### config.mk
export PLATFORM = sky130hd
export DESIGN_NAME = usb_tx_responder_flat
export DESIGN_NICKNAME = d
export VERILOG_FILES = /design/src/rtl/usb_tx_responder_if.sv /design/src/rtl/usb_tx_responder.sv /design/src/flat_wrapper.sv
export SDC_FILE = /design/constraint.sdc
export NUM_CORES = 1
export LEC_CHECK = 0
export CAP_MARGIN = 20
export CORE_MARGIN = 3
export CORE_UTILIZATION = 40
export CTS_CLUSTER_SIZE = 40
export DETAILED_ROUTE_END_ITERATION = 8
export PLACE_DENSITY = 0.62
export SLEW_MARGIN = 20
export SYNTH_ARGS = -nofsm -noshare
export SYNTH_HDL_FRONTEND = slang
export SYNTH_SLANG_ARGS = --single-unit
### constraint.sdc
create_clock -name clk -period 2.5 [get_ports clk]
set_input_delay 0.25 -clock clk [delete_from_list [all_inputs] [get_ports clk]]
set_output_delay 0.25 -clock clk [all_outputs]
set_load 0.03 [all_outputs]
### src/rtl/usb_tx_responder_if.sv
// Handshake bundle between the endpoint/control logic, the payload FIFO and
// the host-side transmit port of usb_tx_responder.
interface usb_tx_responder_if;
  logic        req_valid;
  logic        req_ready;
  logic [3:0]  req_pid;
  logic [15:0] req_len;
  logic [7:0]  pl_data;
  logic        pl_valid;
  logic        pl_ready;
  logic        host_tx_valid;
  logic [3:0]  host_tx_pid;
  logic [15:0] host_tx_len;
  logic [7:0]  host_tx_data;
  logic        host_tx_data_valid;
  logic        host_tx_crc_byte;
  logic        host_tx_ready;
  logic        busy;
  logic        err_bad_req;

  modport slave (
    input  req_valid, req_pid, req_len, pl_data, pl_valid, host_tx_ready,
    output req_ready, pl_ready, host_tx_valid, host_tx_pid, host_tx_len,
           host_tx_data, host_tx_data_valid, host_tx_crc_byte, busy, err_bad_req
  );

  modport master (
    output req_valid, req_pid, req_len, pl_data, pl_valid, host_tx_ready,
    input  req_ready, pl_ready, host_tx_valid, host_tx_pid, host_tx_len,
           host_tx_data, host_tx_data_valid, host_tx_crc_byte, busy, err_bad_req
  );
endinterface

### src/rtl/usb_tx_responder.sv
// Device-side USB transmit packetizer: turns one ACK/NAK/STALL/DATA request
// into a header, optional payload, CRC16 trailer and an inter-packet gap.
module usb_tx_responder #(
  parameter int MAX_PKT = 64,
  parameter int IPG     = 2
) (
  input logic           clk,
  input logic           rst,
  usb_tx_responder_if.slave bus
);

  localparam logic [3:0] PID_ACK   = 4'h2;
  localparam logic [3:0] PID_NAK   = 4'hA;
  localparam logic [3:0] PID_STALL = 4'hE;
  localparam logic [3:0] PID_DATA0 = 4'h3;
  localparam logic [3:0] PID_DATA1 = 4'hB;
  localparam logic [15:0] GAP_LAST = (IPG > 0) ? 16'(IPG - 1) : 16'd0;

  typedef enum logic [2:0] {IDLE, HDR, DATA, CRC_LO, CRC_HI, GAP} state_t;

  state_t      state;
  logic [15:0] rem;
  logic [15:0] gap_cnt;
  logic [15:0] crc;
  logic [3:0]  pid_q;
  logic [15:0] len_q;
  logic        is_data_q;

  logic        req_is_data;
  logic        req_pid_ok;
  logic        req_bad;
  logic        accept;
  logic        beat;

  // Reflected CRC16 (poly 0xA001), one byte consumed LSB first.
  function automatic logic [15:0] crc16_byte(input logic [15:0] c, input logic [7:0] d);
    logic [15:0] r;
    r = c;
    for (int i = 0; i < 8; i++) begin
      r = (r[0] ^ d[i]) ? ((r >> 1) ^ 16'hA001) : (r >> 1);
    end
    return r;
  endfunction

  always_comb begin
    req_is_data = (bus.req_pid == PID_DATA0) || (bus.req_pid == PID_DATA1);
    req_pid_ok  = (bus.req_pid inside {PID_ACK, PID_NAK, PID_STALL, PID_DATA0, PID_DATA1});
    req_bad     = !req_pid_ok || (req_is_data && (bus.req_len > 16'(MAX_PKT)));
    accept      = bus.req_valid && bus.req_ready;
    beat        = bus.pl_valid && bus.host_tx_ready;
  end

  assign bus.req_ready          = (state == IDLE) && !rst;
  assign bus.err_bad_req        = accept && req_bad;
  assign bus.busy               = (state != IDLE);
  assign bus.host_tx_valid      = (state == HDR);
  assign bus.host_tx_pid        = pid_q;
  assign bus.host_tx_len        = len_q;
  assign bus.host_tx_crc_byte   = (state == CRC_LO) || (state == CRC_HI);
  assign bus.pl_ready           = (state == DATA) && bus.host_tx_ready;
  assign bus.host_tx_data_valid = (state == DATA) ? bus.pl_valid : bus.host_tx_crc_byte;

  // Payload passes straight through; the trailer is the inverted CRC, low byte first.
  always_comb begin
    case (state)
      DATA:    bus.host_tx_data = bus.pl_data;
      CRC_LO:  bus.host_tx_data = ~crc[7:0];
      CRC_HI:  bus.host_tx_data = ~crc[15:8];
      default: bus.host_tx_data = 8'h00;
    endcase
  end

  always_ff @(posedge clk or posedge rst) begin
    if (rst) begin
      state     <= IDLE;
      rem       <= 16'd0;
      gap_cnt   <= 16'd0;
      crc       <= 16'hFFFF;
      pid_q     <= 4'h0;
      len_q     <= 16'd0;
      is_data_q <= 1'b0;
    end else begin
      case (state)
        IDLE: begin
          if (accept) begin
            state <= HDR;
            crc   <= 16'hFFFF;
            // Rejected requests degrade to a zero-length STALL.
            if (req_bad) begin
              pid_q     <= PID_STALL;
              len_q     <= 16'd0;
              rem       <= 16'd0;
              is_data_q <= 1'b0;
            end else begin
              pid_q     <= bus.req_pid;
              len_q     <= req_is_data ? bus.req_len : 16'd0;
              rem       <= req_is_data ? bus.req_len : 16'd0;
              is_data_q <= req_is_data;
            end
          end
        end
        HDR: begin
          if (bus.host_tx_ready) begin
            gap_cnt <= 16'd0;
            if (!is_data_q)      state <= GAP;
            else if (rem != 0)   state <= DATA;
            else                 state <= CRC_LO;
          end
        end
        DATA: begin
          if (beat) begin
            crc <= crc16_byte(crc, bus.pl_data);
            rem <= rem - 16'd1;
            if (rem == 16'd1) state <= CRC_LO;
          end
        end
        CRC_LO: begin
          if (bus.host_tx_ready) state <= CRC_HI;
        end
        CRC_HI: begin
          if (bus.host_tx_ready) begin
            gap_cnt <= 16'd0;
            state   <= GAP;
          end
        end
        GAP: begin
          if (gap_cnt >= GAP_LAST) state <= IDLE;
          else                     gap_cnt <= gap_cnt + 16'd1;
        end
        default: state <= IDLE;
      endcase
    end
  end

endmodule

### src/flat_wrapper.sv
// flat-port wrapper written by rule: the top's interface ports become plain ports
module usb_tx_responder_flat 
#(
  parameter int MAX_PKT = 64,
  parameter int IPG     = 2
)
  (clk, rst, bus_req_valid, bus_req_pid, bus_req_len, bus_pl_data, bus_pl_valid, bus_host_tx_ready, bus_req_ready, bus_pl_ready, bus_host_tx_valid, bus_host_tx_pid, bus_host_tx_len, bus_host_tx_data, bus_host_tx_data_valid, bus_host_tx_crc_byte, bus_busy, bus_err_bad_req);
  usb_tx_responder_if bus_i ();
  input logic clk;
  input logic rst;
  input wire logic [$bits(bus_i.req_valid)-1:0] bus_req_valid;
  input wire logic [$bits(bus_i.req_pid)-1:0] bus_req_pid;
  input wire logic [$bits(bus_i.req_len)-1:0] bus_req_len;
  input wire logic [$bits(bus_i.pl_data)-1:0] bus_pl_data;
  input wire logic [$bits(bus_i.pl_valid)-1:0] bus_pl_valid;
  input wire logic [$bits(bus_i.host_tx_ready)-1:0] bus_host_tx_ready;
  output wire logic [$bits(bus_i.req_ready)-1:0] bus_req_ready;
  output wire logic [$bits(bus_i.pl_ready)-1:0] bus_pl_ready;
  output wire logic [$bits(bus_i.host_tx_valid)-1:0] bus_host_tx_valid;
  output wire logic [$bits(bus_i.host_tx_pid)-1:0] bus_host_tx_pid;
  output wire logic [$bits(bus_i.host_tx_len)-1:0] bus_host_tx_len;
  output wire logic [$bits(bus_i.host_tx_data)-1:0] bus_host_tx_data;
  output wire logic [$bits(bus_i.host_tx_data_valid)-1:0] bus_host_tx_data_valid;
  output wire logic [$bits(bus_i.host_tx_crc_byte)-1:0] bus_host_tx_crc_byte;
  output wire logic [$bits(bus_i.busy)-1:0] bus_busy;
  output wire logic [$bits(bus_i.err_bad_req)-1:0] bus_err_bad_req;
  assign bus_i.req_valid = bus_req_valid;
  assign bus_i.req_pid = bus_req_pid;
  assign bus_i.req_len = bus_req_len;
  assign bus_i.pl_data = bus_pl_data;
  assign bus_i.pl_valid = bus_pl_valid;
  assign bus_i.host_tx_ready = bus_host_tx_ready;
  assign bus_req_ready = bus_i.req_ready;
  assign bus_pl_ready = bus_i.pl_ready;
  assign bus_host_tx_valid = bus_i.host_tx_valid;
  assign bus_host_tx_pid = bus_i.host_tx_pid;
  assign bus_host_tx_len = bus_i.host_tx_len;
  assign bus_host_tx_data = bus_i.host_tx_data;
  assign bus_host_tx_data_valid = bus_i.host_tx_data_valid;
  assign bus_host_tx_crc_byte = bus_i.host_tx_crc_byte;
  assign bus_busy = bus_i.busy;
  assign bus_err_bad_req = bus_i.err_bad_req;
  usb_tx_responder #(.MAX_PKT(MAX_PKT), .IPG(IPG)) u_core (.clk(clk), .rst(rst), .bus(bus_i));
endmodule
==> flow_metrics.tcl, run 1 <==
set metrics [dict create \
    final_area_sq_mm 0.004901 \
    coreArea_sq_mm 0.008848 \
    required_ns 2.25 \
    antenna_found_initial 0 \
    io_buffers 67 \
    clockBufferDepth 2 \
    r2r_end "u_core.gap_cnt[0]$_DFFE_PP0P_" \
    ys.flop_type "dfrtp_1" \
    crit_type "input pin to output pin" \
    syn_area_sq_mm 0.003710 \
    start_util_pct 41.93 \
    clock_skew_ns 0.01175 \
    grt_overflow 0 \
    tritoncts "built" \
    cp_cell_sequence "clkdlybuf4s50_1 > or4_1 > o31a_1 > or3b_4 > o22ai_1 > a21oi_1 > buf_4" \
    endpoint_kind "output pin" \
    viasPerCell 5.356 \
    grt_pass1_vias 3093 \
    drt_iter0_drc 108 \
    cp_max_fo 2 \
    grt_setup_unrepaired "false" \
    reg2reg_depth 5 \
    cp-start-kind "input pin" \
    final.min_clock_period_ns 2.384 \
    dp_hpwl_mm 6.620 \
    post-route-period-util_pct 95.36 \
    rrSetupSlack_ns 0.13 \
    ys_seq_area_share_pct 49.11 \
    timing.fmax_ghz 0.4195 \
    drtAntennaViolNets 0 \
    fin_ws_ns 0.1159 \
    powerDensity_mw_per_mm2 896.6 \
    routedWlPerCell_microns 15.50 \
    cts_root_buffer "clkbuf_8" \
    arrival_ns 2.13 \
    finalWirelength_mm 9.020 \
    grt_pass1_wl_mm 15.17 \
    setup_violations 0 \
    die_h_microns 102.3 \
    place_congestion 0.8239 \
    pre_cts_ws_ns -0.4877 \
    clkLatencyLatePin_ns 0.36 \
    worst-path-buf-inv 2 \
    slew_headroom_pct 59.94 \
    via_count 3117 \
    n_antenna_cell 0 \
    slowest_delay_ns 0.41 \
    vdd_drop_max_v 0.0003790 \
    fp.dieW_microns 102.3 \
    layout.nets 508 \
    drc_errors 0 \
    multi_input_comb_area_sq_mm 0.001753 \
    final_util_pct 55.39 \
    outcome "completed" \
    path_clk_slew_ns 0.08 \
    layout-drive-gt1-share_pct 19.62 \
    drv_slew 0 \
    ys.warnings.count 0 \
    placed_cells_incl_taps 565 \
    crit_family "simple AND/OR/NAND/NOR gates" \
    grt_max_degree 27 \
    fin_hold_ws_ns 0.3300 \
    instances_no_fill 582 \
    cap_violations 0 \
    crit-reg2reg-launch "u_core.gap_cnt[0]$_DFFE_PP0P_" \
    num_rows 34 \
    drt_pass1_iterations 4 \
    numCtsBuffers 9 \
    hold_violations 0 \
    syn_inst 379 \
    placed_area_sq_mm 0.004646 \
    cts_max_level 3 \
    grt_usage_pct 18.46 \
    tightest_slew_ns 0.5954 \
    slowest_stage "clkdlybuf4s50_1" \
    fill_cells 825 \
    ios 68 \
    synthToLayoutAreaGrowth_pct 32.11 \
    ff_latch_area_sq_mm 0.001822 \
    async_flop_share_pct 100.0 \
    synth_cell_type_count 60 \
    avgSynthCellArea_sq_um 9.788 \
    synth_seq_cells 72 \
    power_leakage_nw 2.230 \
    die_area_sq_mm 0.01047 \
    cts_hold_buf 0 \
    worst_hold_path_type "input pin to async pin" \
    synth_edf_count 0 \
    synth_fp_nets 418 \
    clkSinkCount 72 \
]
[how the worst max path moves through the flow]
stage                                       start                       endpoint  slack [ns]  depth (start not counted)
floorplan           u_core.gap_cnt[0]$_DFFE_PP0P_  u_core.gap_cnt[0]$_DFFE_PP0P_        0.22                          5
detailed placement                 bus_req_len[1]                bus_err_bad_req       -0.49                          7
global route                       bus_req_len[0]                bus_err_bad_req        0.02                          7
CTS                   u_core.state[1]$_DFFE_PP0P_              bus_host_tx_valid        0.04                          3
finish                             bus_req_len[0]                bus_err_bad_req        0.12                          7
global placement                   bus_req_len[0]                bus_err_bad_req       -0.49                          7
[timing repair]
action | CTS | global route
gates resized for setup | 11 | 3
pin swaps | 5 | 1
buffers inserted | 1 | 0
setup endpoints to repair | 2 | 4
[through the flow]
| stage | total power, mW | TNS [ns] |
|---|---|---|
| global route | 4.689 | 0 |
| CTS | 4.418 | 0 |
| detailed placement | 3.261 | -0.4877 |
| floorplan | 2.757 | 0 |
| global placement | 3.233 | -0.4892 |
| finish | 4.394 | 0 |
[metal layers]
metal  track usage (%)  vias to the layer above  routed length (microns)  part of all wire (%)
met4             3.633                        0                       46                  0.51
met1             25.28                     1515                     4174                    46
li1                  -                     1536                        -                     -
met5                 0                        -                        0                     0
met2             29.84                       63                     4410                    49
met3             4.778                        3                      388                   4.3
[worst register-to-register path, stage by stage (launching register included)]
cell and delay (ns):
dfrtp_1 0.43, ha_1 0.21, or4b_2 0.62, or4_1 0.58, nand2_2 0.11, mux2_2 0.33
[flip-flops by register name, indices dropped and copies added, names as in the netlist]
name                    flops
u_core.bus.host_tx_len     16
u_core.bus.host_tx_pid      4
u_core.crc                 16
u_core.gap_cnt             16
u_core.is_data_q            1
u_core.rem                 16
u_core.state                3
[cells by family (layout without fill, tap and decap cells)]
family,count (synthesis),count (layout),synth area share [%]
AOI/OAI and AO/OA,98,98,17.07
xor gates and xnor gates,23,23,5.801
adders and majority gates,6,6,2.024
buffers and inverters,32,127,3.980
DFF,72,72,49.11
muxes,6,6,1.653
and+or+nand+nor,142,142,20.37
[synth_stat cells (2+ instances only)]
| library cell | number | share of area, % |
|---|---|---|
| dfrtp_1 | 56 | 38 |
| nor2_1 | 35 | 3.5 |
| nand2_1 | 28 | 2.8 |
| a21oi_1 | 25 | 3.4 |
| and2_1 | 24 | 4.0 |
| clkbuf_1 | 17 | 1.7 |
| dfstp_2 | 16 | 11 |
| o21ai_0 | 16 | 2.2 |
| a31oi_1 | 12 | 2.0 |
| inv_1 | 12 | 1.2 |
| xnor2_1 | 12 | 2.8 |
| xor2_1 | 10 | 2.4 |
| o22ai_1 | 9 | 1.5 |
| nor3_1 | 8 | 1.1 |
| nor4_1 | 7 | 1.2 |
| ha_1 | 6 | 2.0 |
| nand3_1 | 6 | 0.81 |
| o22a_1 | 6 | 1.4 |
| a21o_1 | 5 | 1.0 |
| a22oi_1 | 5 | 1.0 |
| mux2i_1 | 5 | 1.3 |
| or4_1 | 5 | 1.0 |
| nor2b_1 | 4 | 0.67 |
| a22o_1 | 3 | 0.71 |
| nand2b_1 | 3 | 0.51 |
| nand4_1 | 3 | 0.51 |
| a221o_1 | 2 | 0.54 |
| and3_1 | 2 | 0.34 |
| clkbuf_8 | 2 | 0.74 |
| o21a_1 | 2 | 0.40 |
| o31ai_1 | 2 | 0.40 |
| or3b_2 | 2 | 0.47 |
| or4_4 | 2 | 0.61 |
[cell usage in the layout, fill, tap and decap left out, types with 2 or more instances in the layout]
cell type,n
a221o_1,2
o21ai_0,16
inv_1,11
and3_1,2
o21a_1,2
ha_1,6
mux2i_1,5
buf_4,41
a22o_1,3
clkbuf_8,9
o22a_1,6
o22ai_1,9
nor3_2,2
or4_4,2
inv_6,2
bufinv_16,3
a22oi_1,5
nor2_1,35
nor3_1,7
nor4_1,7
a21oi_1,25
xnor2_1,12
dfrtp_1,56
or4_1,5
a21o_1,5
dlygate4sd2_1,4
nand2_2,2
dfstp_2,16
clkdlybuf4s50_1,52
nand3_1,6
a31oi_1,12
xor2_1,10
buf_12,2
nand2_1,26
nand2b_1,3
o31ai_1,2
nor2b_1,4
and2_1,24
nand4_1,3
[report_power, final]
part	total (mW)	switching, mW	internal (mW)
clock	1.14	0.474	0.670
sequential	1.57	0.189	1.38
combinational	1.68	0.918	0.761
[cell type report]
type / instances / area share (%)
Clock buffer: 10 / 2.604
Inverter: 12 / 0.9191
Multi-Input combinational cell: 275 / 35.77
Sequential cell: 72 / 37.17
Timing Repair Buffer: 99 / 18.43
Tap cell: 108 / 2.757
Clock inverter: 6 / 2.349
Power figures use the tool's default switching activity.
==> run 2: changes to the inputs <==
ABC_AREA = 0   (was not set)
==> results of run 2 <==
Same layout as run 1: the final DEF is identical, and so are final timing and power.
==> edit 1 (config.mk and constraints of run 2) <==
Reset style: synchronous (`rst`), changed in one clocked block.
--- a/src/rtl/usb_tx_responder.sv
+++ b/src/rtl/usb_tx_responder.sv
@@ -72,3 +72,3 @@
 
-  always_ff @(posedge clk or posedge rst) begin
+  always_ff @(posedge clk) begin
     if (rst) begin
Function: differs if rst is asserted again (counterexample within 4 cycles, from zero or initial values and one cycle with rst high); with rst held inactive, the same outputs for 4 cycles.
==> edit 1 against run 2 <==
- worst setup slack improved by 0.0073 ns
- area after synthesis fell by 3.3%
- count of clock-buffer cells in the layout stayed put
- cell area is 3.5% lower
- die area shrank 3.2%
- sequential cell count stayed put
- register-to-register slack better by 0.32 ns
- global-route usage hardly changed
- final cell count grew 7.2%
- wire length rose by 1.1%
- critical endpoint unchanged
Power is not compared: it rests on default switching activity, and its combinational part moved more than twofold at a synthesized area within 25%.
==> edit 1: results (changes against run 2) <==
metric;value;unit;change
status;complete, no violations;;
final wirelength;9.12;mm;+1.1%
number of sequential cells;72;;unchanged
WL/cell;14.6;um;-5.7%
most frequent cell after synthesis;dfxtp_1;;
Sequential Area;1450;sq um;-21%
Cells after DPL;607;;+7.4%
global-route wire length before repair;15.2;mm;+0.41%
sequential area share after synthesis;40.2;%;-8.9 points
M1 GR Usage;25.8;%;+0.50 points
Data buffer area share;18.4;%;about the same
M1 wire length;4.32;mm;+3.4%
DR iter-0 viols;179;;+66%
layout cells sized above 1;12.1;%;-7.5 points
vias in the first global route;3205;;+3.6%
GR Layer Usage met3;4.84;%;+0.066 points
multi-input gate area in the final layout;2030;sq um;+16%
global-route usage over all layers;18.5;%;+0.044 points
most frequent cells after synthesis;dfxtp_1, nor2_1, nand2_1;;
metal2 WL;4.24;mm;-3.8%
async set-reset flop share out of synthesis;0;%;-100 points
HP Class;register to register;;
HPWL after DPL;6.66;mm;+0.56%
comb_multi_in;328;;+19%
M2 GR Usage;28.8;%;-1.0 points
worst reg2reg setup slack;0.45;ns;+0.32 ns
inverter count;9;;-3
vias per cell;5.36;;about the same
die area;10100;sq um;-3.2%
CP peak stage delay;0.53;ns;+0.12 ns
reg2reg end;u_core.gap_cnt[9];;
FF-to-FF Start;u_core.state[2];;
iteration count of the initial detailed-routing pass;5;;+1
Signal buffers;94;;-5.1%
syn nets;471;;+13%
DP Worst Slack;0.0342;ns;+0.522 ns
Synth Instances;432;;+14%
# fillers;780;;-5.5%
Layout Nets;553;;+8.9%
largest cells by area after synthesis;dfxtp_1, nor2_1, a21oi_1;;
Placer Congestion;0.807;;-2.1%
critical path's slowest cell;or4_4;;
Critical Path Fanout Max;3;;+1
postcts setup bufs;0;;-1
R2R cell count;7;;+2
placed cell areas;4490;sq um;-3.4%
post_cts resized;0;;-11
routed wl met3;473;um;+22%
edit 1: worst max path at each step:
| stage | start | to | slack [ns] |
|---|---|---|---|
| after global placement | bus_req_len[0] | bus_err_bad_req | 0.03 |
| after global routing | u_core.state[0] | bus_host_tx_data[3] | 0.03 |
| after detailed placement | bus_req_len[0] | bus_err_bad_req | 0.03 |
| after floorplan | u_core.state[0] | bus_err_bad_req | 0.08 |
| final | bus_req_len[0] | bus_err_bad_req | 0.12 |
| after CTS | u_core.state[1] | bus_host_tx_data[4] | 0.01 |
edit 1: kinds of logic (layout without fill, tap and decap cells):
family | after synthesis | count (layout) | share of synthesized area [%]
and+or+nand+nor | 185 | 185 | 26.2
AOI/OAI and AO/OA | 111 | 111 | 19.9
DFF | 72 | 72 | 40.2
buffers and inverters | 32 | 119 | 3.56
xor gates and xnor gates | 23 | 23 | 7.22
adders and majority gates | 6 | 6 | 2.09
muxes | 3 | 3 | 0.872
==> edit 2 (flow settings as in run 2) <==
Without the edit above. `MAX_PKT` is set to 64 in 2 places; all go to 48.
--- a/src/rtl/usb_tx_responder.sv
+++ b/src/rtl/usb_tx_responder.sv
@@ -3,3 +3,3 @@
 module usb_tx_responder #(
-  parameter int MAX_PKT = 64,
+  parameter int MAX_PKT = 48,
   parameter int IPG     = 2
--- a/src/flat_wrapper.sv
+++ b/src/flat_wrapper.sv
@@ -3,3 +3,3 @@
 #(
-  parameter int MAX_PKT = 64,
+  parameter int MAX_PKT = 48,
   parameter int IPG     = 2
Formal check against the unedited RTL: not equivalent (Yosys sat finds a counterexample within 4 cycles, from zero or initial values and one cycle with rst high).
==> edit 2 against run 2 <==
- sequential power up 6%
- wire length is 3.1% higher
- clock skew about the same
- area after synthesis grew 1.9%
- worst setup slack improved by 0.0045 ns
- sequential cell count is the same
- global-route usage down 0.096 points
- die area up 1.8%
- total power grew 7.8%
- combinational power rose by 22%
- cell area is 1.1% lower
- synthesized cell count up 4.2%
==> edit 2: results (changes against run 2) <==
metric;value;unit;change
Worst Skew;0.0121;ns;+0.000368 ns
R2R cell count;7;;+2
global-route wire length before repair;15.5;mm;+2.0%
Buffers on Ports;67;;unchanged
most frequent cells after synthesis;dfrtp_1, nor2_1, a21oi_1;;
Synth cell types;58;;-3.3%
Worst setup startpoint;u_core.state[0];;
Placer Congestion;0.835;;+1.4%
postcts setup bufs;0;;-1
worst-margin pin slew;0.566;ns;-0.0292 ns
cts bufs inserted;9;;unchanged
Leak Pwr;2.13;nW;-4.4%
HPWL after DPL;6.63;mm;about the same
global-route usage over all layers;18.4;%;-0.096 points
maximum VDD drop;0.000374;V;-1.3%
FF-to-FF Start;u_core.rem[0];;
DP Worst Slack;0.215;ns;+0.703 ns
syn nets;434;;+3.8%
layout cells sized above 1;15.0;%;-4.6 points
via count;3234;;+3.8%
worst reg2reg setup slack;0.16;ns;+0.03 ns
sequential area share after synthesis;48.2;%;-0.93 points
largest cells by area after synthesis;dfrtp_1, dfstp_2, nor2_1;;
DR iter-0 viols;160;;+48%
reg2reg end;u_core.rem[14];;
crit path to;bus_pl_ready;;
status;complete, no violations;;
largest net degree at the start of global routing;43;;+59%
-- edit 2: what timing repair did --
action / CTS / global route
setup endpoints to repair: 0 / 2
gates resized for setup: 0 / 2
endpoints found under the hold margin: 0 / 0
-- edit 2: kinds of logic after synthesis --
| family | Yosys count | share of synthesized area, % |
|---|---|---|
| adders and majority gates | 6 | 1.99 |
| AOI/OAI and AO/OA | 107 | 18.0 |
| muxes | 1 | 0.265 |
| buffers and inverters | 30 | 3.21 |
| DFF | 72 | 48.2 |
| xor gates and xnor gates | 22 | 5.86 |
| and+or+nand+nor | 157 | 22.5 |
-- edit 2: metal layers --
metal	vias up	GRT usage (%)	wire length, um
met2	42	30.0	4700
met5	-	0	0
met1	1592	24.3	4270
met4	0	5.68	93
met3	9	4.23	246
li1	1591	-	-
-- edit 2: per-stage QoR --
step	cells	util, %	instance area [sq um]	hold slack (ns)
2_1_floorplan	395	-	3780	0.378
3_3_place_gp	566	51.7	4620	0.453
3_5_place_dp	566	51.7	4620	0.455
4_1_cts	582	54.1	4840	0.148
5_1_grt	582	54.2	4850	0.172
6_report	582	54.2	4850	0.169
-- edit 2: worst min path at each step --
stage | startpoint | endpoint | slack, ns
3_5_place_dp | u_core.bus.host_tx_len[4] | u_core.bus.host_tx_len[4] | 0.46
2_1_floorplan | bus_req_len[0] | u_core.bus.host_tx_len[0] | 0.38
3_3_place_gp | u_core.bus.host_tx_pid[1] | u_core.bus.host_tx_pid[1] | 0.45
5_1_grt | rst | u_core.state[0] | 0.17
6_report | rst | u_core.state[0] | 0.17
4_1_cts | rst | u_core.state[2] | 0.15
-- edit 2: area by class of cell --
| type | instances | area [sq um] |
|---|---|---|
| clock buffer | 9 | 124 |
| clock inverter | 7 | 95.1 |
| fill | 811 | 4090 |
| inverter | 9 | 33.8 |
| multi-input combinational | 293 | 1850 |
| sequential | 72 | 1820 |
| tap | 108 | 135 |
| timing repair buffer | 84 | 786 |
-- edit 2: power by group --
part / switching, mW / total, mW / internal (mW) / leakage [nW]
Sequential: 0.208 / 1.67 / 1.47 / 0.925
Clock: 0.456 / 1.02 / 0.563 / 0.110
Combinational: 1.08 / 2.05 / 0.961 / 1.10
Total: 1.75 / 4.74 / 2.99 / 2.13
-- edit 2: critical path: stages (launching register included) --
cell and delay, ns:
dfrtp_1 0.46, buf_4 0.23, nor3b_2 0.27, and2_1 0.17, clkdlybuf4s50_1 0.66
